--- src/rtl/ysyx_22050612_wb_arbiter_if.sv ---
// Writeback request bus between the three result producers (EXU, LSU, CSR) and the arbiter.
// A transfer happens on requester i in any cycle where wb_valid[i] && wb_ready[i]. wb_ready depends only on wb_valid and the arbiter's pointer. A requester left waiting keeps its addr/data stable.
interface ysyx_22050612_wb_arbiter_if #(
  parameter int ADDR_WIDTH = 5,
  parameter int DATA_WIDTH = 64
);
  logic [2:0]              wb_valid;
  logic [2:0]              wb_ready;
  logic [3*ADDR_WIDTH-1:0] wb_addr;
  logic [3*DATA_WIDTH-1:0] wb_data;

  modport master (output wb_valid, wb_addr, wb_data, input wb_ready);
  modport slave  (input wb_valid, wb_addr, wb_data, output wb_ready);
endinterface

--- src/rtl/ysyx_22050612_wb_arbiter.sv ---
// Round-robin writeback arbiter for three producers into one register-file write port,
// plus a per-register busy scoreboard used for issue-side hazard detection.
module ysyx_22050612_wb_arbiter #(
  parameter int ADDR_WIDTH = 5,
  parameter int DATA_WIDTH = 64
) (
  input  logic                  clk,
  input  logic                  rst_n,
  ysyx_22050612_wb_arbiter_if.slave wb,
  output logic                  rf_wen,
  output logic [ADDR_WIDTH-1:0] rf_waddr,
  output logic [DATA_WIDTH-1:0] rf_wdata,
  input  logic                  iss_valid,
  input  logic [ADDR_WIDTH-1:0] iss_rd,
  input  logic [ADDR_WIDTH-1:0] rs1,
  input  logic [ADDR_WIDTH-1:0] rs2,
  output logic                  rs1_busy,
  output logic                  rs2_busy,
  output logic [1:0]            ptr_dbg
);

  localparam int NREG = 1 << ADDR_WIDTH;

  typedef enum logic [1:0] {
    PTR_EXU = 2'd0,
    PTR_LSU = 2'd1,
    PTR_CSR = 2'd2
  } ptr_t;

  ptr_t                  ptr_q, ptr_n;
  logic [2:0]            grant;
  logic                  any_grant;
  logic [1:0]            gidx;
  logic [ADDR_WIDTH-1:0] sel_addr;
  logic [DATA_WIDTH-1:0] sel_data;
  logic [NREG-1:0]       busy_q, busy_n;

  // (base + off) mod 3 for base, off in {0,1,2}
  function automatic logic [1:0] rr_idx(input logic [1:0] base, input logic [1:0] off);
    logic [2:0] s;
    s = {1'b0, base} + {1'b0, off};
    if (s >= 3'd3) s = s - 3'd3;
    return s[1:0];
  endfunction

  always_ff @(posedge clk or negedge rst_n) begin
    if (!rst_n) ptr_q <= PTR_EXU;
    else        ptr_q <= ptr_n;
  end

  always_comb begin
    any_grant   = 1'b0;
    gidx        = 2'd0;
    grant       = '0;
    ptr_n       = ptr_q;
    for (int k = 0; k < 3; k++) begin
      if (!any_grant && wb.wb_valid[rr_idx(ptr_q, 2'(k))]) begin
        any_grant = 1'b1;
        gidx      = rr_idx(ptr_q, 2'(k));
      end
    end
    if (any_grant) begin
      grant = 3'b001 << gidx;
      ptr_n = ptr_t'(rr_idx(gidx, 2'd1));
    end
    wb.wb_ready = rst_n ? grant : 3'b000;
  end

  always_comb begin
    sel_addr = wb.wb_addr[0 +: ADDR_WIDTH];
    sel_data = wb.wb_data[0 +: DATA_WIDTH];
    case (gidx)
      2'd1: begin
        sel_addr = wb.wb_addr[ADDR_WIDTH +: ADDR_WIDTH];
        sel_data = wb.wb_data[DATA_WIDTH +: DATA_WIDTH];
      end
      2'd2: begin
        sel_addr = wb.wb_addr[2*ADDR_WIDTH +: ADDR_WIDTH];
        sel_data = wb.wb_data[2*DATA_WIDTH +: DATA_WIDTH];
      end
      default: ;
    endcase
  end

  // x0 writes complete the handshake but never reach the register file
  always_ff @(posedge clk or negedge rst_n) begin
    if (!rst_n) begin
      rf_wen   <= 1'b0;
      rf_waddr <= '0;
      rf_wdata <= '0;
    end else begin
      rf_wen <= any_grant && (sel_addr != '0);
      if (any_grant) begin
        rf_waddr <= sel_addr;
        rf_wdata <= sel_data;
      end
    end
  end

  // Set after clear so a newly issued producer wins over a retiring one.
  always_comb begin
    busy_n = busy_q;
    if (rf_wen) busy_n[rf_waddr] = 1'b0;
    if (iss_valid && iss_rd != '0) busy_n[iss_rd] = 1'b1;
    busy_n[0] = 1'b0;
  end

  always_ff @(posedge clk or negedge rst_n) begin
    if (!rst_n) busy_q <= '0;
    else        busy_q <= busy_n;
  end

  assign rs1_busy = busy_q[rs1];
  assign rs2_busy = busy_q[rs2];
  assign ptr_dbg  = ptr_q;

endmodule

--- src/flat_wrapper.sv ---
// flat-port wrapper written by rule: the top's interface ports become plain ports
module ysyx_22050612_wb_arbiter_flat 
#(
  parameter int ADDR_WIDTH = 5,
  parameter int DATA_WIDTH = 64
)
  (clk, rst_n, rf_wen, rf_waddr, rf_wdata, iss_valid, iss_rd, rs1, rs2, rs1_busy, rs2_busy, ptr_dbg, wb_wb_valid, wb_wb_addr, wb_wb_data, wb_wb_ready);
  ysyx_22050612_wb_arbiter_if #(.ADDR_WIDTH(ADDR_WIDTH), .DATA_WIDTH(DATA_WIDTH)) wb_i ();
  input  logic clk;
  input  logic rst_n;
  output logic rf_wen;
  output logic [ADDR_WIDTH-1:0] rf_waddr;
  output logic [DATA_WIDTH-1:0] rf_wdata;
  input  logic iss_valid;
  input  logic [ADDR_WIDTH-1:0] iss_rd;
  input  logic [ADDR_WIDTH-1:0] rs1;
  input  logic [ADDR_WIDTH-1:0] rs2;
  output logic rs1_busy;
  output logic rs2_busy;
  output logic [1:0] ptr_dbg;
  input wire logic [$bits(wb_i.wb_valid)-1:0] wb_wb_valid;
  input wire logic [$bits(wb_i.wb_addr)-1:0] wb_wb_addr;
  input wire logic [$bits(wb_i.wb_data)-1:0] wb_wb_data;
  output wire logic [$bits(wb_i.wb_ready)-1:0] wb_wb_ready;
  assign wb_i.wb_valid = wb_wb_valid;
  assign wb_i.wb_addr = wb_wb_addr;
  assign wb_i.wb_data = wb_wb_data;
  assign wb_wb_ready = wb_i.wb_ready;
  ysyx_22050612_wb_arbiter #(.ADDR_WIDTH(ADDR_WIDTH), .DATA_WIDTH(DATA_WIDTH)) u_core (.clk(clk), .rst_n(rst_n), .wb(wb_i), .rf_wen(rf_wen), .rf_waddr(rf_waddr), .rf_wdata(rf_wdata), .iss_valid(iss_valid), .iss_rd(iss_rd), .rs1(rs1), .rs2(rs2), .rs1_busy(rs1_busy), .rs2_busy(rs2_busy), .ptr_dbg(ptr_dbg));
endmodule
--- config.mk ---
export PLATFORM = sky130hd
export DESIGN_NAME = ysyx_22050612_wb_arbiter_flat
export DESIGN_NICKNAME = d
export VERILOG_FILES = /design/src/rtl/ysyx_22050612_wb_arbiter_if.sv /design/src/rtl/ysyx_22050612_wb_arbiter.sv /design/src/flat_wrapper.sv
export SDC_FILE = /design/constraint.sdc
export NUM_CORES = 1
export LEC_CHECK = 0
export BUFFER_PORTS_ARGS = -buffer_cell sky130_fd_sc_hd__buf_2
export CAP_MARGIN = 10
export CORE_AREA = 2 2 109 137
export CTS_CLUSTER_SIZE = 12
export DETAILED_ROUTE_END_ITERATION = 16
export DIE_AREA = 0 0 111 139
export HOLD_SLACK_MARGIN = 0.15
export PLACE_DENSITY = 0.76
export SETUP_SLACK_MARGIN = 0.4
export SLEW_MARGIN = 0
export SYNTH_ARGS = -nofsm -noshare
export SYNTH_HDL_FRONTEND = slang
export SYNTH_SLANG_ARGS = --single-unit
--- constraint.sdc ---
create_clock -name clk -period 8.4 [get_ports clk]
set_clock_uncertainty 0.1 [all_clocks]
set_input_delay 0.42 -clock clk [delete_from_list [all_inputs] [get_ports clk]]
set_output_delay 0.42 -clock clk [all_outputs]
set_load 0.02 [all_outputs]
# Word-level counts from Yosys, hierarchy flattened

Index checks and enable logic that the tools add are counted.

Shift operators: 1
Eq/ne operators: 2
Mux-type cells: 30
$mul: 0
Add/sub/neg operators: 7
Bitwise logic cells: 3
Reductions and logical operators: 10
Order comparisons: 13
Div/mod/pow operators: 0

Operator list:

| kind                  | count |
|---|---|
| $pmux W64 S2          | 1 |
| $mux W32              | 2 |
| $and A32 B32 Y32      | 1 |
| $not A32 Y32          | 1 |
| $or A32 B32 Y32       | 1 |
| $lt A5 B6 Y1 const B  | 4 |
| $mux W2               | 7 |
| $bmux W1 S5           | 2 |
| $demux W1 S5          | 2 |
| $ge A5 B1 Y1 const B  | 2 |
| $mux W1               | 10 |
| $pmux W5 S2           | 1 |
| $reduce_bool A5 Y1    | 2 |
| $ge A3 B2 Y1 const B  | 3 |
| $lt A2 B3 Y1 const B  | 3 |
| $sub A2 B2 Y2 const B | 4 |
| $add A2 B1 Y3 const B | 2 |
| $bmux W1 S2           | 3 |
| $logic_and A1 B1 Y1   | 6 |
| $mux W3               | 2 |
| $add A2 B2 Y3 const B | 1 |
| $shl A1 B2 Y3 const A | 1 |
| $eq A2 B1 Y1 const B  | 1 |
| $eq A2 B2 Y1 const B  | 1 |
| 2 further kinds       | 3 |

Bits in writable memories: 0
Memories: 0
Flip-flop bits (word level): 103
Bits in latches: 0
Memory bits (read-only): 0

# Longest topological paths before layout

Depth in word-level cells: 15
Depth in mapped cells: 14

# Least setup slack after synthesis

No wires, ideal clock.

Path type: reg2out
Start: register u_core.ptr_q[0], in the netlist u_core.ptr_dbg[0]
End: output port wb_wb_ready[2]
Stages on the path, launching flop included: 12
Path buffers: 3
Arrival: 2.623 ns
Setup slack: 5.257 ns
Cells stage by stage: dfrtp_1 -> inv_1 -> ha_1 -> buf_2 -> nand3b_1 -> o21a_1 -> a41o_1 -> a32oi_1 -> ha_1 -> clkbuf_1 -> clkbuf_1 -> and3b_1

Word-level cells in the longest chain between the ends: 14
Elaborated cells between the ends (all ways): 30

RTL lines:

| what                                                   | RTL line                       | text |
|---|---|---|
| start: declaration                                     | ysyx_22050612_wb_arbiter.sv:30 | `ptr_t ptr_q, ptr_n;` |
| start signal: assignment                               | ysyx_22050612_wb_arbiter.sv:48 | `else ptr_q <= ptr_n;` |
| branches (longest 12 deep; another with $add A2 B1 Y3) | -                              |  |
| $mux W3 *                                              | ysyx_22050612_wb_arbiter.sv:62 | `if (any_grant) begin` |
| $mux W3 *                                              | ysyx_22050612_wb_arbiter.sv:66 | `wb.wb_ready = rst_n ? grant : 3'b000;` |
| end: declaration                                       | flat_wrapper.sv:24             | `output wire logic [$bits(wb_i.wb_ready)-1:0] wb_wb_ready;` |

Mark *: on every way between the ends. The select of a mux whose other input is x is not followed.

# Final worst setup path

Same ends and word-level chain as after synthesis.

==> run_results.csv <==
group,metric,value,unit
status,status,"finished clean",
timing,finalSetupTns,0,ps
layout,syn_to_final_growth,32.26,%
timing,finalCriticalPeriod,3870,ps
setup_path,crit_buf_inv,2,
cts,clk_latency,350,ps
routing,drt_iter0_markers,404,
timing,maxSlewViolCount,0,
global_route,grt_pass1_vias,6091,
routing,drc,0,
floorplanning,die_area,15430,sq um
layout,layout.nets,1131,
layout,multi_input_area,3273,sq um
cts,root_buffer,"clkbuf_16",
layout,final_cells,1088,
timing,rsz0062_at_grt,"false",
timing,worst_pin_slew,837.9,ps
logic_synthesis,synthesis.nets,856,
floorplanning,design.portCount,305,
cts,post-cts-setup-buffers,0,
layout,nFillCells,1275,
routing,vias,6163,
place,dp_hpwl,16220,um
routing,wl_per_cell,19.97,um
timing,timing.fmax,0.2584,GHz
global_route,overflow,0,
routing,drt-total-wl,21730,um
layout,drive_above_1_share,39.89,%
global_route,grt_pass1_wl,33260,um
floorplanning,fp.dieW,111,um
floorplanning,core,14160,sq um
routing,first_pass_iters,5,
global_route,antenna_found_initial,12,
setup_path,crit_type,"flop to primary output",
logic_synthesis,ys_seq_area_share,42.38,%
floorplanning,die-height,139,um
setup_path,crit_chain,"inv_1 > ha_1 > nand3b_1 > o21a_1 > a41o_1 > a32oi_1 > ha_4 > and3b_1 > buf_2",
cts,clockBufferDepth,2,
timing,fin_ws,4530,ps
setup_path,crit_path_end_kind,"primary output",
logic_synthesis,synth_warnings,0,
timing,hold_viol,0,
global_route,grt_max_degree,83,
timing,relSlewSlack,44.14,%
setup_path,slowest_delay,730,ps
setup_path,critPathLaunchType,"flop",
setup_path,cpLargestDelayFamily,"adder cells",
cts,cts_buffers,9,
pwr,power.density,488.0,nW/um^2
logic_synthesis,netlist_instances,620,
run,drv_cap,0,
min_path,hold_path_class,"input port to flop",
setup_path,cp_max_fo,70,
layout,final_core_util,56.80,%
logic_synthesis,netlist_area,6082,sq um
timing,finalSetupViolCount,0,
pwr,p_leak,3.838,nW
cts,clock-sinks,103,
place,portBuffers,304,
layout,ff_latch_area,2577,sq um
cts,cts_tree,"yes",
global_route,grtUsageTotal,27.53,%
cts,htreeDepth,3,
setup_path,cp.required,7880,ps
setup_path,reg2reg_setup_slack,4570,ps
place,post-place-ws,4629,ps
pwr,peakVddDrop,0.0003647,V
timing,min_period_over_period,46.07,%
logic_synthesis,synth_cell_types,38,
setup_path,critPathArrivalTime,3350,ps
setup_path,cp_slowest_cell,"ha_4",
place,dp_cells,1061,
logic_synthesis,synth-seq-cells,103,
routing,postRouteAntennaNets,0,
cts,clkTransAtPathRegs,70,ps
logic_synthesis,syn_avg_cell_area,9.810,sq um
floorplanning,rows,49,
place,gp_congestion,0.9499,
cts,cts-resized-gates,0,
routing,vias_per_cell,5.665,
floorplanning,start_util,42.95,%
worst paths after layout:
| path | cells past startpoint | startpoint | endpoint |
|---|---|---|---|
| min reg2reg | 1 | u_core.rf_wdata[49] | u_core.rf_wdata[49] |
| max in group asynchronous | 3 | rst_n | u_core.rf_wdata[33] |
| min in group asynchronous | 2 | rst_n | u_core.rf_wdata[43] |
| min | 4 | wb_wb_data[61] | u_core.rf_wdata[61] |
| max reg2reg | 10 | u_core.ptr_dbg[0] | u_core.rf_wdata[24] |
| max | 9 | u_core.ptr_dbg[0] | wb_wb_ready[2] |
state kept, by name, indices dropped and copies added, names as in the netlist:
| name | flops |
|---|---|
| u_core.rf_waddr | 5 |
| u_core.busy_q | 31 |
| u_core.rf_wdata | 64 |
| u_core.ptr_dbg | 2 |
| u_core.rf_wen | 1 |
cells by family (layout without fill, tap and decap cells):
kind of cell	after synthesis	count (layout)	share of synthesized area, %
fa+ha+maj	8	8	1.646
mux	98	98	18.80
simple gates	129	129	10.33
buf+inv	53	333	4.155
compound gates	229	229	22.69
other cells	0	10	0
flops	103	103	42.38
area by class of cell:
class / instances / area share, %
inverter: 7 / 0.3266
multi-input combinational: 464 / 40.69
clock buffer: 11 / 3.018
sequential: 103 / 32.04
timing repair buffer: 310 / 19.54
antenna: 10 / 0.3111
clock inverter: 5 / 1.307
tap: 178 / 2.769
routing by layer:
layer	part of all wire (%)	global-route usage (%)
met2	49	44.56
met3	10	9.309
met5	0.25	0
met4	2.7	11.58
met1	38	33.68
synth_stat cells (all sizes together):
cell,number,area [sq um]
o21ai,132,660.6
dfrtp,103,2577
a22oi,74,555.5
nand2,72,270.3
mux2,70,788.3
clkbuf,33,123.9
mux2i,22,220.2
nand3,15,75.07
buf,13,102.6
nand3b,11,82.58
a21oi,8,40.04
ha,8,100.1
inv,7,26.28
nor2,7,26.28
mux4,6,135.1
nor2b,5,31.28
or3b,5,43.79
nand2b,4,25.02
and3b,3,26.28
o211ai,3,22.52
a211oi,2,15.01
nand4,2,12.51
o2111ai,2,17.52
or3,2,12.51
a22o,1,8.760
a32o,1,10.01
a32oi,1,8.760
a41o,1,10.01
nor3,1,10.01
nor4,1,6.260
o21a,1,7.510
o21bai,1,7.510
o2bb2ai,1,8.760
o31ai,1,7.510
or2,1,6.260
what timing repair did:
item | in CTS | in global routing
endpoints found under the setup margin | 0 | 0
hold buffers | 1 | 0
endpoints found under the hold margin | 60 | 0
worst register-to-register path, delay by kind of cell, from the launching register on:
kind / cells / cell delay (ps)
compound gates: 4 / 990
fa+ha+maj: 2 / 970
buf+inv: 2 / 750
flops: 1 / 410
mux: 1 / 330
simple gates: 1 / 140
per-stage QoR:
step	cell area, sq um	hold slack [ps]	power (mW)
finish	8044	284.8	3.925
global route	8029	295.7	4.253
CTS	8019	276.6	3.934
detailed placement	7661	376.1	3.433
global placement	7661	369.5	3.355
floorplan	6082	24.41	2.786
cell usage in the layout, fill, tap and decap left out, drive strengths merged, types with 2 or more instances in the layout:
cell / instances
a211oi: 2
a21oi: 8
a22oi: 74
and3b: 3
buf: 309
bufinv: 3
clkbuf: 11
clkinvlp: 2
dfrtp: 103
diode: 10
ha: 8
inv: 7
mux2: 70
mux2i: 22
mux4: 6
nand2: 72
nand2b: 4
nand3: 15
nand3b: 11
nand4: 2
nor2: 7
nor2b: 5
o2111ai: 2
o211ai: 3
o21ai: 132
or3: 2
or3b: 5
power by group:
part / internal, mW / switching (mW)
clock: 0.300 / 0.191
combinational: 0.990 / 1.50
sequential: 0.773 / 0.168
Power figures use the tool's default switching activity.
